<file path="src/rtl/frame_check.sv">
// Receive-side K28.5 frame checker: hunts for the comma, locks after LOCK_COUNT
// clean frames, then counts mismatching words and checked frames while locked.
module frame_check #(
  parameter int unsigned LOCK_COUNT    = 4,
  parameter int unsigned UNLOCK_ERRORS = 4,
  parameter int unsigned CNT_W         = 32
) (
  input  logic             rx_clk,
  input  logic             reset,
  input  logic             rx_ready,
  input  logic [15:0]      rx_data,
  input  logic [1:0]       rxcharisk,
  input  logic             clear,
  output logic             locked,
  output logic             error,
  output logic [CNT_W-1:0] err_count,
  output logic [CNT_W-1:0] frame_count
);

  typedef enum logic [1:0] {HUNT, SYNC, LOCKED} state_t;

  state_t           state_q, state_d;
  logic [1:0]       idx_q, idx_d;
  logic [3:0]       good_q, good_d;
  logic [3:0]       bad_q, bad_d;
  logic             error_q, error_d;
  logic [CNT_W-1:0] err_q, err_d;
  logic [CNT_W-1:0] frm_q, frm_d;

  logic [15:0] exp_data;
  logic [1:0]  exp_k;
  logic        match, comma, err_inc, frm_inc;

  always_comb begin
    exp_data = 16'hBCBC;
    exp_k    = 2'b11;
    case (idx_q)
      2'd1: begin exp_data = 16'h5854; exp_k = 2'b00; end
      2'd2: begin exp_data = 16'h4034; exp_k = 2'b00; end
      2'd3: begin exp_data = 16'h23A7; exp_k = 2'b00; end
      default: ;
    endcase
  end

  assign match = (rx_data == exp_data) && (rxcharisk == exp_k);
  assign comma = (rx_data == 16'hBCBC) && (rxcharisk == 2'b11);

  always_comb begin
    state_d = state_q;
    idx_d   = idx_q;
    good_d  = good_q;
    bad_d   = bad_q;
    error_d = 1'b0;
    err_inc = 1'b0;
    frm_inc = 1'b0;
    if (!rx_ready) begin
      state_d = HUNT;
      idx_d   = '0;
      good_d  = '0;
      bad_d   = '0;
    end else begin
      case (state_q)
        HUNT: begin
          if (comma) begin
            state_d = SYNC;
            idx_d   = 2'd1;
            good_d  = '0;
          end
        end
        SYNC: begin
          if (!match) begin
            state_d = HUNT;
            idx_d   = '0;
          end else begin
            idx_d = idx_q + 2'd1;
            if (idx_q == 2'd3) begin
              good_d = good_q + 4'd1;
              if (good_q + 4'd1 == 4'(LOCK_COUNT)) begin
                state_d = LOCKED;
                bad_d   = '0;
              end
            end
          end
        end
        LOCKED: begin
          // No realignment while locked: the index free-runs through bad words.
          idx_d   = idx_q + 2'd1;
          frm_inc = (idx_q == 2'd3);
          if (!match) begin
            error_d = 1'b1;
            err_inc = 1'b1;
            bad_d   = bad_q + 4'd1;
            if (bad_q + 4'd1 == 4'(UNLOCK_ERRORS)) begin
              state_d = HUNT;
              idx_d   = '0;
            end
          end else begin
            bad_d = '0;
          end
        end
        default: begin
          state_d = HUNT;
          idx_d   = '0;
        end
      endcase
    end

    err_d = err_q;
    frm_d = frm_q;
    if (clear) begin
      err_d = '0;
      frm_d = '0;
    end else begin
      if (err_inc && !(&err_q)) err_d = err_q + CNT_W'(1);
      if (frm_inc && !(&frm_q)) frm_d = frm_q + CNT_W'(1);
    end
  end

  always_ff @(posedge rx_clk) begin
    if (reset) begin
      state_q <= HUNT;
      idx_q   <= '0;
      good_q  <= '0;
      bad_q   <= '0;
      error_q <= 1'b0;
      err_q   <= '0;
      frm_q   <= '0;
    end else begin
      state_q <= state_d;
      idx_q   <= idx_d;
      good_q  <= good_d;
      bad_q   <= bad_d;
      error_q <= error_d;
      err_q   <= err_d;
      frm_q   <= frm_d;
    end
  end

  assign locked      = (state_q == LOCKED);
  assign error       = error_q;
  assign err_count   = err_q;
  assign frame_count = frm_q;

endmodule

</file>
<file path="config.mk">
export PLATFORM = sky130hd
export DESIGN_NAME = frame_check
export DESIGN_NICKNAME = d
export VERILOG_FILES = /design/src/rtl/frame_check.sv
export SDC_FILE = /design/constraint.sdc
export NUM_CORES = 1
export LEC_CHECK = 0
export ABC_CLOCK_PERIOD_IN_PS = 2800
export CORE_MARGIN = 3
export CORE_UTILIZATION = 50
export DETAILED_ROUTE_END_ITERATION = 6
export PLACE_DENSITY = 0.8
export SLEW_MARGIN = 0
export SYNTH_ARGS = -nofsm -noshare
export SYNTH_HDL_FRONTEND = slang
export SYNTH_SLANG_ARGS = --single-unit
export TNS_END_PERCENT = 5
</file>
<file path="constraint.sdc">
create_clock -name rx_clk -period 2.8 [get_ports rx_clk]
set_input_delay 0.28 -clock rx_clk [delete_from_list [all_inputs] [get_ports rx_clk]]
set_output_delay 0.28 -clock rx_clk [all_outputs]
set_load 0.02 [all_outputs]
</file>
======== Word-level counts from Yosys, hierarchy flattened ========
Cells that the tools add are included.
storage, ports and cells
  memories kept ........................... 0
  output and inout port bits .............. 66
  ROM bits ................................ 0
  flip-flop bits (word level) ............. 77
  input bits .............................. 22
  RAM bits ................................ 0
  latch bits .............................. 0
cells by class
  add/sub/neg operators ................... 5
  bitwise gates (word level) .............. 1
  multiplexer cells ....................... 27
  $mul .................................... 0
  $lt $le $gt $ge ......................... 0
  reductions and logical operators ........ 17
  equality and inequality tests ........... 19
  shifts and indexed selects .............. 0
  divide/modulo/power cells ............... 0
operators by type and width
  cell                                            number
  adder 32 x 1 -> 32 bit (second input constant)  2
  AND reduction 32 bit                            2
  one-hot mux 16 bit (3 select lines)             1
  two-way mux 4 bit                               7
  two-way mux 2 bit                               10
  == test 16 bit                                  1
  == test 16 bit (second input constant)          1
  one-hot mux 4 bit (2 select lines)              2
  one-hot mux 2 bit (3 select lines)              2
  inequality test 2 bit (second input constant)   5
  adder 4 x 1 -> 4 bit (second input constant)    2
  == test 2 bit (second input constant)           4
  == test 4 x 3 -> 1 bit (second input constant)  2
  AND reduction 4 bit                             2
  inequality test 3 bit (second input constant)   2
  two-way mux 1 bit                               5
  AND reduction 5 bit                             1
  == test 2 x 1 -> 1 bit (second input constant)  2
  logical AND 1 bit                               4
  nonzero test 2 bit                              2
  OR reduction 2 bit                              2
  OR reduction 3 bit                              1
  adder 2 x 1 -> 2 bit (second input constant)    1
  == test 2 bit                                   1
  other kinds (4)                                 5

======== Depth between registers and ports, before layout ========
Gate-level depths: netlist (run 1).
  depth after elaboration ................. 9
  depth in mapped cells ................... 10
  gate-level depth less buffers ........... 10

======== Least setup slack after synthesis (run 1) ========
Ideal clock, no wire load.
  path kind ............................... input -> register
  start ................................... input rx_data[0]
  end ..................................... register bad_q[2]
  library setup time ...................... 124 ps
  cell stages on the path ................. 8
  arrival time ............................ 2217 ps
  path slack .............................. 459 ps
  cell sequence ........................... or4_1 o22ai_1 nand4_1 a2111oi_4 buf_2 a21oi_1 o21ai_0 o31ai_1
between the ends
  cells in the longest elaborated chain, start to end .. 4
  elaborated cells between the ends (all ways) .. 6
  classes of those cells .................. 2 x eq/ne; 2 x mux; 2 x reduce/logical
ends and longest elaborated chain
  item                                                                                        line  source
  start, declared                                                                             11    input logic [15:0] rx_data,
  == test 16 bit (*)                                                                          45    assign match = (rx_data == exp_data) && (rxcharisk == exp_k);
  logical AND 1 bit (*)                                                                       45
  inequality test 2 bit (no source line) or two-way mux 4 bit (tied branches)                 -
  AND reduction 4 bit (no source line) or one-hot mux 4 bit (2 select lines) (tied branches)  -
  end signal, assigned                                                                        124   bad_q <= '0;
  end signal, assigned                                                                        132   bad_q <= bad_d;
  end, declared                                                                               25    logic [3:0] bad_q, bad_d;
Every way passes the cells marked *; elsewhere a longest branch is shown, timed or not.
A chain may end at the register's enable or synchronous reset.

======== Worst setup path after layout (run 1) ========
  start ................................... register idx_q[1]
  end ..................................... register err_q[17], in the netlist err_count[17]
between the ends
  cells in the longest elaborated chain, start to end .. 9
  elaborated cells between the ends (all ways) .. 13
  classes of those cells .................. 5 x eq/ne; 5 x mux; 3 x reduce/logical
ends and longest elaborated chain
  item                                                                                         line  source
  start, declared                                                                              23    logic [1:0] idx_q, idx_d;
  start signal, assigned                                                                       130   idx_q <= idx_d;
  parallel branches: the longest is 4 deep, another holds one-hot mux 16 bit (3 select lines)  -
  logical AND 1 bit (*)                                                                        45
  two-way mux 1 bit (*)                                                                        89    if (!match) begin
  two-way mux 1 bit (*)                                                                        62    case (state_q)
  two-way mux 1 bit (*)                                                                        56    if (!rx_ready) begin
  logical AND 1 bit (*)                                                                        114   if (err_inc && !(&err_q)) err_d = err_q + CNT_W'(1);
  end signal, assigned                                                                         134   err_q <= err_d;
  end, declared                                                                                27    logic [CNT_W-1:0] err_q, err_d;
Every way passes the cells marked *.

==> results of run 1 <==
-- worst reg2reg max path, cell delays in order, from the launching register on --
cell,delay [ps]
dfxtp_1,380
inv_1,90
ha_1,310
nor2_1,60
a21oi_1,210
a2111oi_4,70
buf_4,180
buf_12,160
or2_2,350
or4_1,470
a21oi_1,170
-- routing by layer --
metal	vias up	GRT usage, %
li1	1885	-
met1	1798	27.76
met2	90	37.12
met3	10	6.250
met4	0	5.415
met5	-	0
-- worst max path at each step --
| stage | from | endpoint | slack [ps] |
|---|---|---|---|
| after global routing | idx_q[1] | err_count[17] | 80 |
| after CTS | idx_q[0] | err_count[17] | 220 |
| after global placement | rx_data[0] | good_q[0] | 10 |
| final | idx_q[1] | err_count[17] | 280 |
| after floorplan | rx_data[0] | bad_q[2] | 460 |
| after detailed placement | rx_data[0] | good_q[0] | -60 |
-- cell type report --
cell class	instances	share of cell area, %
inverter	15	1.106
timing repair buffer	95	18.53
clock buffer	10	2.507
clock inverter	6	1.254
sequential	77	30.31
multi-input combinational	374	43.85
tap	99	2.434
-- metrics by stage --
step	setup TNS [ps]	setup slack (ps)
after floorplan	0	459.0
after global placement	0	10.22
after detailed placement	-205.2	-57.19
after CTS	0	218.2
after global routing	0	80.31
final	0	281.0
-- flip-flops by register name (all words and copies together), names as in the netlist --
register,count
state_q,2
frame_count,32
bad_q,4
err_count,32
error,1
idx_q,2
good_q,4
-- power by group --
| group | total, mW | internal, mW | switching (mW) | leakage, nW |
|---|---|---|---|---|
| sequential | 1.09 | 1.09 | 0.000000141 | 0.620 |
| combinational | 0.0683 | 0.0346 | 0.0337 | 0.884 |
| clock | 0.825 | 0.410 | 0.415 | 0.0923 |
| total | 1.99 | 1.54 | 0.448 | 1.60 |
-- what timing repair did --
action,4_1_cts,5_1_grt
hold endpoints to repair,0,0
endpoints found under the setup margin,0,1
resized for setup,0,1
-- kinds of logic (layout without fill, tap and decap cells) --
family	after synthesis	count (layout)	synth area share (%)
muxes	4	4	1.062
adders and majority gates	10	10	3.220
and+or+nand+nor	249	249	32.26
xor gates and xnor gates	46	46	10.37
AOI/OAI and AO/OA	65	65	10.53
buffers and inverters	29	126	2.897
DFF	77	77	39.67
-- synth_stat cells, drive strengths merged --
library cell | instances | area, um^2
nand3b | 3 | 22.52
a21bo | 1 | 10.01
o22ai | 1 | 6.260
buf | 3 | 15.01
or3 | 15 | 93.84
o211ai | 1 | 7.510
and2 | 3 | 18.77
mux2i | 3 | 30.03
dfxtp | 77 | 1541
o21a | 1 | 7.510
a21oi | 24 | 120.1
and4 | 4 | 35.03
and3 | 6 | 37.54
nor2b | 1 | 6.260
nand4 | 24 | 150.1
nand4b | 2 | 17.52
nor3b | 4 | 30.03
clkbuf | 11 | 41.29
a31oi | 4 | 25.02
nand2b | 5 | 31.28
a2111oi | 1 | 27.53
nor4b | 2 | 17.52
a22o | 3 | 26.28
o21ai | 18 | 90.09
or2 | 3 | 18.77
a21o | 3 | 22.52
inv | 15 | 56.30
xor2 | 13 | 113.9
ha | 10 | 125.1
xnor2 | 33 | 289.0
o31ai | 4 | 30.03
nand2 | 46 | 172.7
a2111o | 1 | 11.26
nor4 | 10 | 62.56
nor3 | 23 | 115.1
mux2 | 1 | 11.26
a41o | 1 | 10.01
nand3 | 27 | 135.1
or4 | 6 | 45.04
nor2 | 65 | 244.0
a211oi | 2 | 15.01
==> summary.txt, run 1 <==
Synth
  • Mapped cell area: 3886 um^2
  • Syn avg cell area: about 8 um^2
  • #FFs+latches synth: 77
  • Distinct cells, synth: between 40 and 50
  • Syn Inst Count: 480
  • Sequential share of the synthesized area: about 40%
  • Yosys warning total: 0
  • Synth Net Count: 512

Hold path
  • Hold EP: err_count[28]
  • HP Start: err_count[28]
  • Tightest Hold Check Type: reg -> reg
  • Worst Hold Depth: 2

CTS
  • Postcts setup bufs: 0
  • CTS tree: done
  • Clk buf depth: 2
  • H-tree lvl count: 3
  • Clock Latency Late Sink: between 300 and 400 ps
  • CTS Sinks: 77
  • CTS Buf Count: 9
  • Hold buffers post-CTS: 0
  • Clock transition at the registers of the reported paths: around 80 ps
  • CTS root buf: clkbuf_8

STA
  • Min Tclk post-route: 2519 ps
  • Period utilisation layout: 89.96%
  • Clock skew: ~9.9 ps
  • Hold WS: slightly below 500 ps
  • Max Fclk: 397.0 MHz
  • RSZ-0062 raised after global routing: false
  • Slew Limit Fails: 0
  • Slew headroom: approximately three fifths
  • Worst slew pin tran: 616.5 ps
  • Final hold violations: 0
  • Endpoints failing setup: 0

Global route
  • First-pass GRT wire length: about 16000 um
  • Total track usage: ~22%
  • Global route overflow: 0
  • Antenna violations before repair: 0
  • Vias in the first global route: roughly 3500
  • Largest net degree at the start of global routing: 33

Detailed routing
  • Routed wl met3: approximately 550 um
  • Routed length per placed instance: 14.09 um
  • DRT Wirelength: 9527 um
  • # DRC: 0
  • Routed vias: between 3000 and 4000
  • DRT iter0 DRCs: 139
  • Detail Route Antenna Nets: 0
  • Top layer reached by signal wires: met4
  • Vias/cell: 5.596
  • Drt first pass iters: 5
  • Met1 Routed Length: 4201 um
  • Met2 wire len: about 4700 um

Power and ir drop
  • Total power: approximately 2 mW
  • Power density over the cells: a little under 400 nW/um^2
  • P_leak: 1.596 nW
  • VDD IR max: 0.0002705 V

Layout
  • Fill count: 637
  • Register Area: around 1500 um^2
  • Non-Filler Instances: between 600 and 700
  • Area of the multi-input gates: 2232 um^2
  • Most frequent cells in the layout: clkdlybuf4s50_1 (87), dfxtp_1 (76), nor2_1 (65)
  • Area delta synth->final: 30.97%
  • Fin nets: between 600 and 700
  • Share of cells above drive strength 1: under 10%
  • Most common cell after layout, fill and taps aside: clkdlybuf4s50_1
  • Antenna fix cells: 0
  • Final Util: 68.70%
  • Design area: 5090 um^2

Floorplanning
  • Core area: roughly 7400 um^2
  • Row count: 31
  • Die H: ~94 um
  • Die Area: about 8900 um^2
  • DIE WIDTH: around 94 um
  • Initial Util: a little over half
  • Io pins: slightly below 90

Flow run
  • MaxCap Viol Count: 0

Place
  • IO buf count: 87
  • GPL Wtd Cong: 0.8660
  • Placement Cell Area: 4897 um^2
  • Post-DP HPWL: 6961 um
  • Dpl cells: 660

Critical path
  • Critical path depth: 10
  • RR Startpoint: idx_q[1]
  • Worst Setup End Kind: register
  • FF-to-FF End: err_count[17]
  • Most frequent CP cell: a21oi_1
  • Delay-heaviest family, CP: simple AND/OR/NAND/NOR gates
  • Reg2reg setup slack: approximately 280 ps
  • Slowest-stage cell, CP: or4_1
  • Worst Path Max Fanout: 29
  • Worst Path Arrival: between 2000 and 3000 ps
  • Reg2Reg Depth: 10
  • Worst Setup Path Type: reg -> reg
  • CP startpoint kind: register
  • Worst EP required: 3070 ps
  • Critical path's largest stage delay: approximately 470 ps
  • Cells along the critical path: inv_1, ha_1, nor2_1, a21oi_1, a2111oi_4, buf_4, buf_12, or2_2, or4_1, a21oi_1
  • WP buf/inv: 3

Status
  • Status: completed
Note: power is estimated with default switching activity, not from simulation.
==> run 2, diff against run 1 <==
--- a/config.mk
+++ b/config.mk
@@ -5,12 +5,13 @@
 export SDC_FILE = /design/constraint.sdc
 export NUM_CORES = 1
 export LEC_CHECK = 0
+export ABC_AREA = 1
 export ABC_CLOCK_PERIOD_IN_PS = 2800
 export CORE_MARGIN = 3
-export CORE_UTILIZATION = 50
+export CORE_UTILIZATION = 55
 export DETAILED_ROUTE_END_ITERATION = 6
-export PLACE_DENSITY = 0.8
-export SLEW_MARGIN = 0
+export DONT_BUFFER_PORTS = 1
+export PLACE_DENSITY = 0.7
 export SYNTH_ARGS = -nofsm -noshare
 export SYNTH_HDL_FRONTEND = slang
 export SYNTH_SLANG_ARGS = --single-unit
==> run 2 against run 1 <==
Net effect:
- clock power up 4.6%
- sequential cell count is the same
- fmax up 3.5%
- via count up 26%
- register-to-register slack gained 80 ps
- first-iteration DRC count grew 29%
- global-route usage rose by 2.7 points
- sequential share of layout area shrank 0.084 points
- clock skew increased by 1.4 ps
- combinational power decreased by 12%
- sequential power barely moved
- critical path type unchanged
- critical endpoint is now frame_count[20]
- largest cell class unchanged
- highest routed layer unchanged
==> summary.txt, run 2 <==
STA
  • Slew Limit Fails: 0 (unchanged)
  • Period utilisation layout: 86.94% (-3.0 points)
  • Max Fclk: 410.8 MHz (+3.5%)
  • Hold WS: 149.1 ps (-333.4 ps)
  • Final hold violations: 0 (unchanged)
  • Sum Neg Setup Slack: 0 ps (unchanged)
  • Slew headroom: 68.71% (+9.8 points)
  • Endpoints failing setup: 0 (unchanged)
  • Worst slew pin tran: 465.1 ps (-151.4 ps)
  • Worst setup margin: 365.7 ps (+84.70 ps)
  • Clock skew: 11.24 ps (+1.350 ps)
  • Min Tclk post-route: 2434 ps (-84.71 ps)
  • RSZ-0062 raised after global routing: false

Detailed routing
  • # DRC: 0 (unchanged)
  • Routed vias: 4749 (+26%)
  • Routed length per placed instance: 13.82 um (-1.9%)
  • DRT iter0 DRCs: 180 (+29%)
  • DRT Wirelength: 12110 um (+27%)
  • Vias/cell: 5.421 (-3.1%)
  • Drt first pass iters: 5 (unchanged)
  • Detail Route Antenna Nets: 0 (unchanged)

Place
  • Post-DP HPWL: 9297 um (+34%)
  • GPL Wtd Cong: 0.9687 (+12%)
  • Pre-CTS setup slack: 375.5 ps (+432.7 ps)
  • IO buf count: 0 (-100%)

Synth
  • Largest area contributor in the netlist: dfxtp_1
  • Post-synthesis mux area share: 0% (-1.1 points)
  • Yosys warning total: 0 (unchanged)
  • Mapped cell area: 4813 um^2 (+24%)
  • Largest cells by area after synthesis: dfxtp_1 (32%), nand2_1 (18%), nor2_1 (8.2%)
  • Main synth FF type: dfxtp_1
  • Largest family of logic cells by synthesized area: simple AND/OR/NAND/NOR gates
  • Post-synth EDFFs: 0 (unchanged)
  • Syn avg cell area: 6.317 um^2 (-22%)
  • Post-synth top cells: nand2_1 (230), nor2_1 (105), dfxtp_1 (77)
  • Synth Net Count: 794 (+55%)
  • Fraction of registers with async set/reset: 0% (unchanged)
  • Count leader, synth: nand2_1
  • Synth top area share: 32.02% (-7.6 points)
  • Adder-Cell Fraction of Synth Area: 2.599% (-0.62 points)
  • Synth Area in Compound Gates: 11.52% (+0.99 points)
  • Synth Area in Simple Gates: 39.28% (+7.0 points)
  • Syn Inst Count: 762 (+59%)
  • Distinct cells, synth: 40 (-2.4%)
  • Sequential share of the synthesized area: 32.02% (-7.6 points)
  • #FFs+latches synth: 77 (unchanged)
  • XOR/XNOR share of the synthesized area: 6.005% (-4.4 points)

Critical path
  • Worst EP required: 3040 ps (-30 ps)
  • Worst Setup Path Type: reg -> reg
  • Slowest-stage cell, CP: dfxtp_1
  • Worst Setup End Kind: register
  • Critical path's largest stage delay: 430 ps (-40 ps)
  • Worst Path Max Fanout: 24 (-17%)
  • Cells along the critical path: ha_1, inv_2, nor3_4, nand2_4, inv_2, nand2_1, nor2_2, nand2_1, o21ai_1, nor2_1
  • Worst Path Arrival: 2670 ps (-120 ps)
  • CP startpoint kind: register

CTS
  • H-tree lvl count: 3 (unchanged)
  • Clk buf depth: 2 (unchanged)
  • Post-CTS Resized: 0 (unchanged)
  • CTS Buf Count: 9 (unchanged)
  • Clock transition at the registers of the reported paths: 90 ps (about the same)
  • CTS tree: done
  • CTS root buf: clkbuf_8
  • CTS Sinks: 77 (unchanged)
  • Clock Latency Late Sink: 350 ps (about the same)
  • Postcts setup bufs: 0 (unchanged)
  • Hold buffers post-CTS: 0 (unchanged)

Layout
  • Fin nets: 798 (+32%)
  • Share of cells above drive strength 1: 6.355% (+1.2 points)
  • Antenna fix cells: 0 (unchanged)
  • Area delta synth->final: 5.953%
  • Most frequent cells in the layout: nand2_1 (230), nor2_1 (104), dfxtp_1 (77)
  • Most common cell after layout, fill and taps aside: nand2_1

Flow run
  • MaxCap Viol Count: 0 (unchanged)

Global route
  • Global route overflow: 0 (unchanged)
  • Vias in the first global route: 4401 (+25%)
  • Largest net degree at the start of global routing: 31 (-6.1%)
  • First-pass GRT wire length: 20300 um (+28%)
  • Total track usage: 24.77% (+2.7 points)
  • Antenna violations before repair: 0 (unchanged)

Power and ir drop
  • Net switching fraction of the power: 23.38% (+0.82 points)
  • Clk pwr share: 42.8% (+1.3 points)
  • P_leak: 1.880 nW (+18%)
  • Seq pwr share: 54.2% (-0.8 points)
  • VDD IR max: 0.0002235 V (-17%)
  • Power density over the cells: 395.4 nW/um^2 (+1.3%)
  • Combinational share of power: 3.0% (-0.4 points)
  • Int Power: 1.545 mW (+0.42%)
  • Psw: 471.6 uW (+5.2%)

Floorplanning
  • DIE WIDTH: 99.55 um (+5.7%)
  • Core area: 8341 um^2 (+13%)
  • Io pins: 88 (unchanged)
  • Die Area: 9910 um^2 (+12%)
  • Die H: 99.55 um (+5.7%)
  • Initial Util: 57.71% (+5.3 points)
  • Row count: 33 (+6.5%)

Hold path
  • Tightest Hold Check Type: in -> reg

Status
  • Status: completed
run 2: cell types whose count changed after synthesis, moves of 6 or more:
cell and change:
or4_1 -6, clkbuf_1 -8, inv_1 +59, nor2_1 +40, o21ai_0 +6, inv_2 +6
xnor2_1 -17, nand3_1 +11, or3_1 -15, nand2_1 +184, a21oi_1 +41
run 2: worst max-delay path, delay by kind of cell, from the launching register on:
kind	cells	cell delay, ps
buffers and inverters	2	420
DFF	1	430
AOI/OAI and AO/OA	1	150
and+or+nand+nor	6	980
adders and majority gates	1	340
run 2: final cells by class:
type / instances / area (um^2)
clock buffer: 10 / 137.6
clock inverter: 6 / 62.56
fill: 804 / 3241
inverter: 83 / 312.8
multi-input combinational: 588 / 2861
sequential: 77 / 1541
tap: 105 / 131.4
timing repair buffer: 7 / 52.55
run 2: per-layer routing:
layer | global-route usage (%) | part of all wire, % | wire length, um
met1 | 30.49 | 44 | 5355
met2 | 41.32 | 47 | 5661
met3 | 6.732 | 6.9 | 836
met4 | 9.349 | 2.1 | 256
met5 | 0 | 0 | 0
run 2: final timing paths:
kind / startpoint / endpoint / slack (ps) / depth (start not counted)
setup / recovery: idx_q[0] / frame_count[20] / 370 / 10
hold / removal: reset / state_q[1] / 150 / 3
setup reg to reg: idx_q[0] / frame_count[20] / 370 / 10
hold reg to reg: good_q[0] / good_q[0] / 500 / 1
run 2: logic make-up (layout without fill, tap and decap cells):
kind of cell	Yosys count	in the layout
AOI/OAI and AO/OA	104	104
xor gates and xnor gates	33	33
adders and majority gates	10	10
buffers and inverters	97	106
DFF	77	77
and+or+nand+nor	441	441
run 2: through the flow:
| stage | utilization, % | cells | power (mW) | instance area [um^2] |
|---|---|---|---|---|
| final | 61.15 | 876 | 2.017 | 5100 |
| after CTS | 61.15 | 876 | 2.032 | 5100 |
| after global routing | 61.15 | 876 | 2.083 | 5100 |
| after detailed placement | 58.75 | 860 | 1.180 | 4900 |
| after floorplan | - | 762 | 1.167 | 4813 |
| after global placement | 58.75 | 860 | 1.178 | 4900 |
run 2: power by group through the flow:
stage	Combinational, mW	Sequential (mW)	Clock [mW]
5_1_grt	0.0691	1.09	0.920
2_1_floorplan	0.0469	1.12	0
6_report	0.0602	1.09	0.863
3_5_place_dp	0.0599	1.12	0
3_3_place_gp	0.0584	1.12	0
4_1_cts	0.0603	1.09	0.878
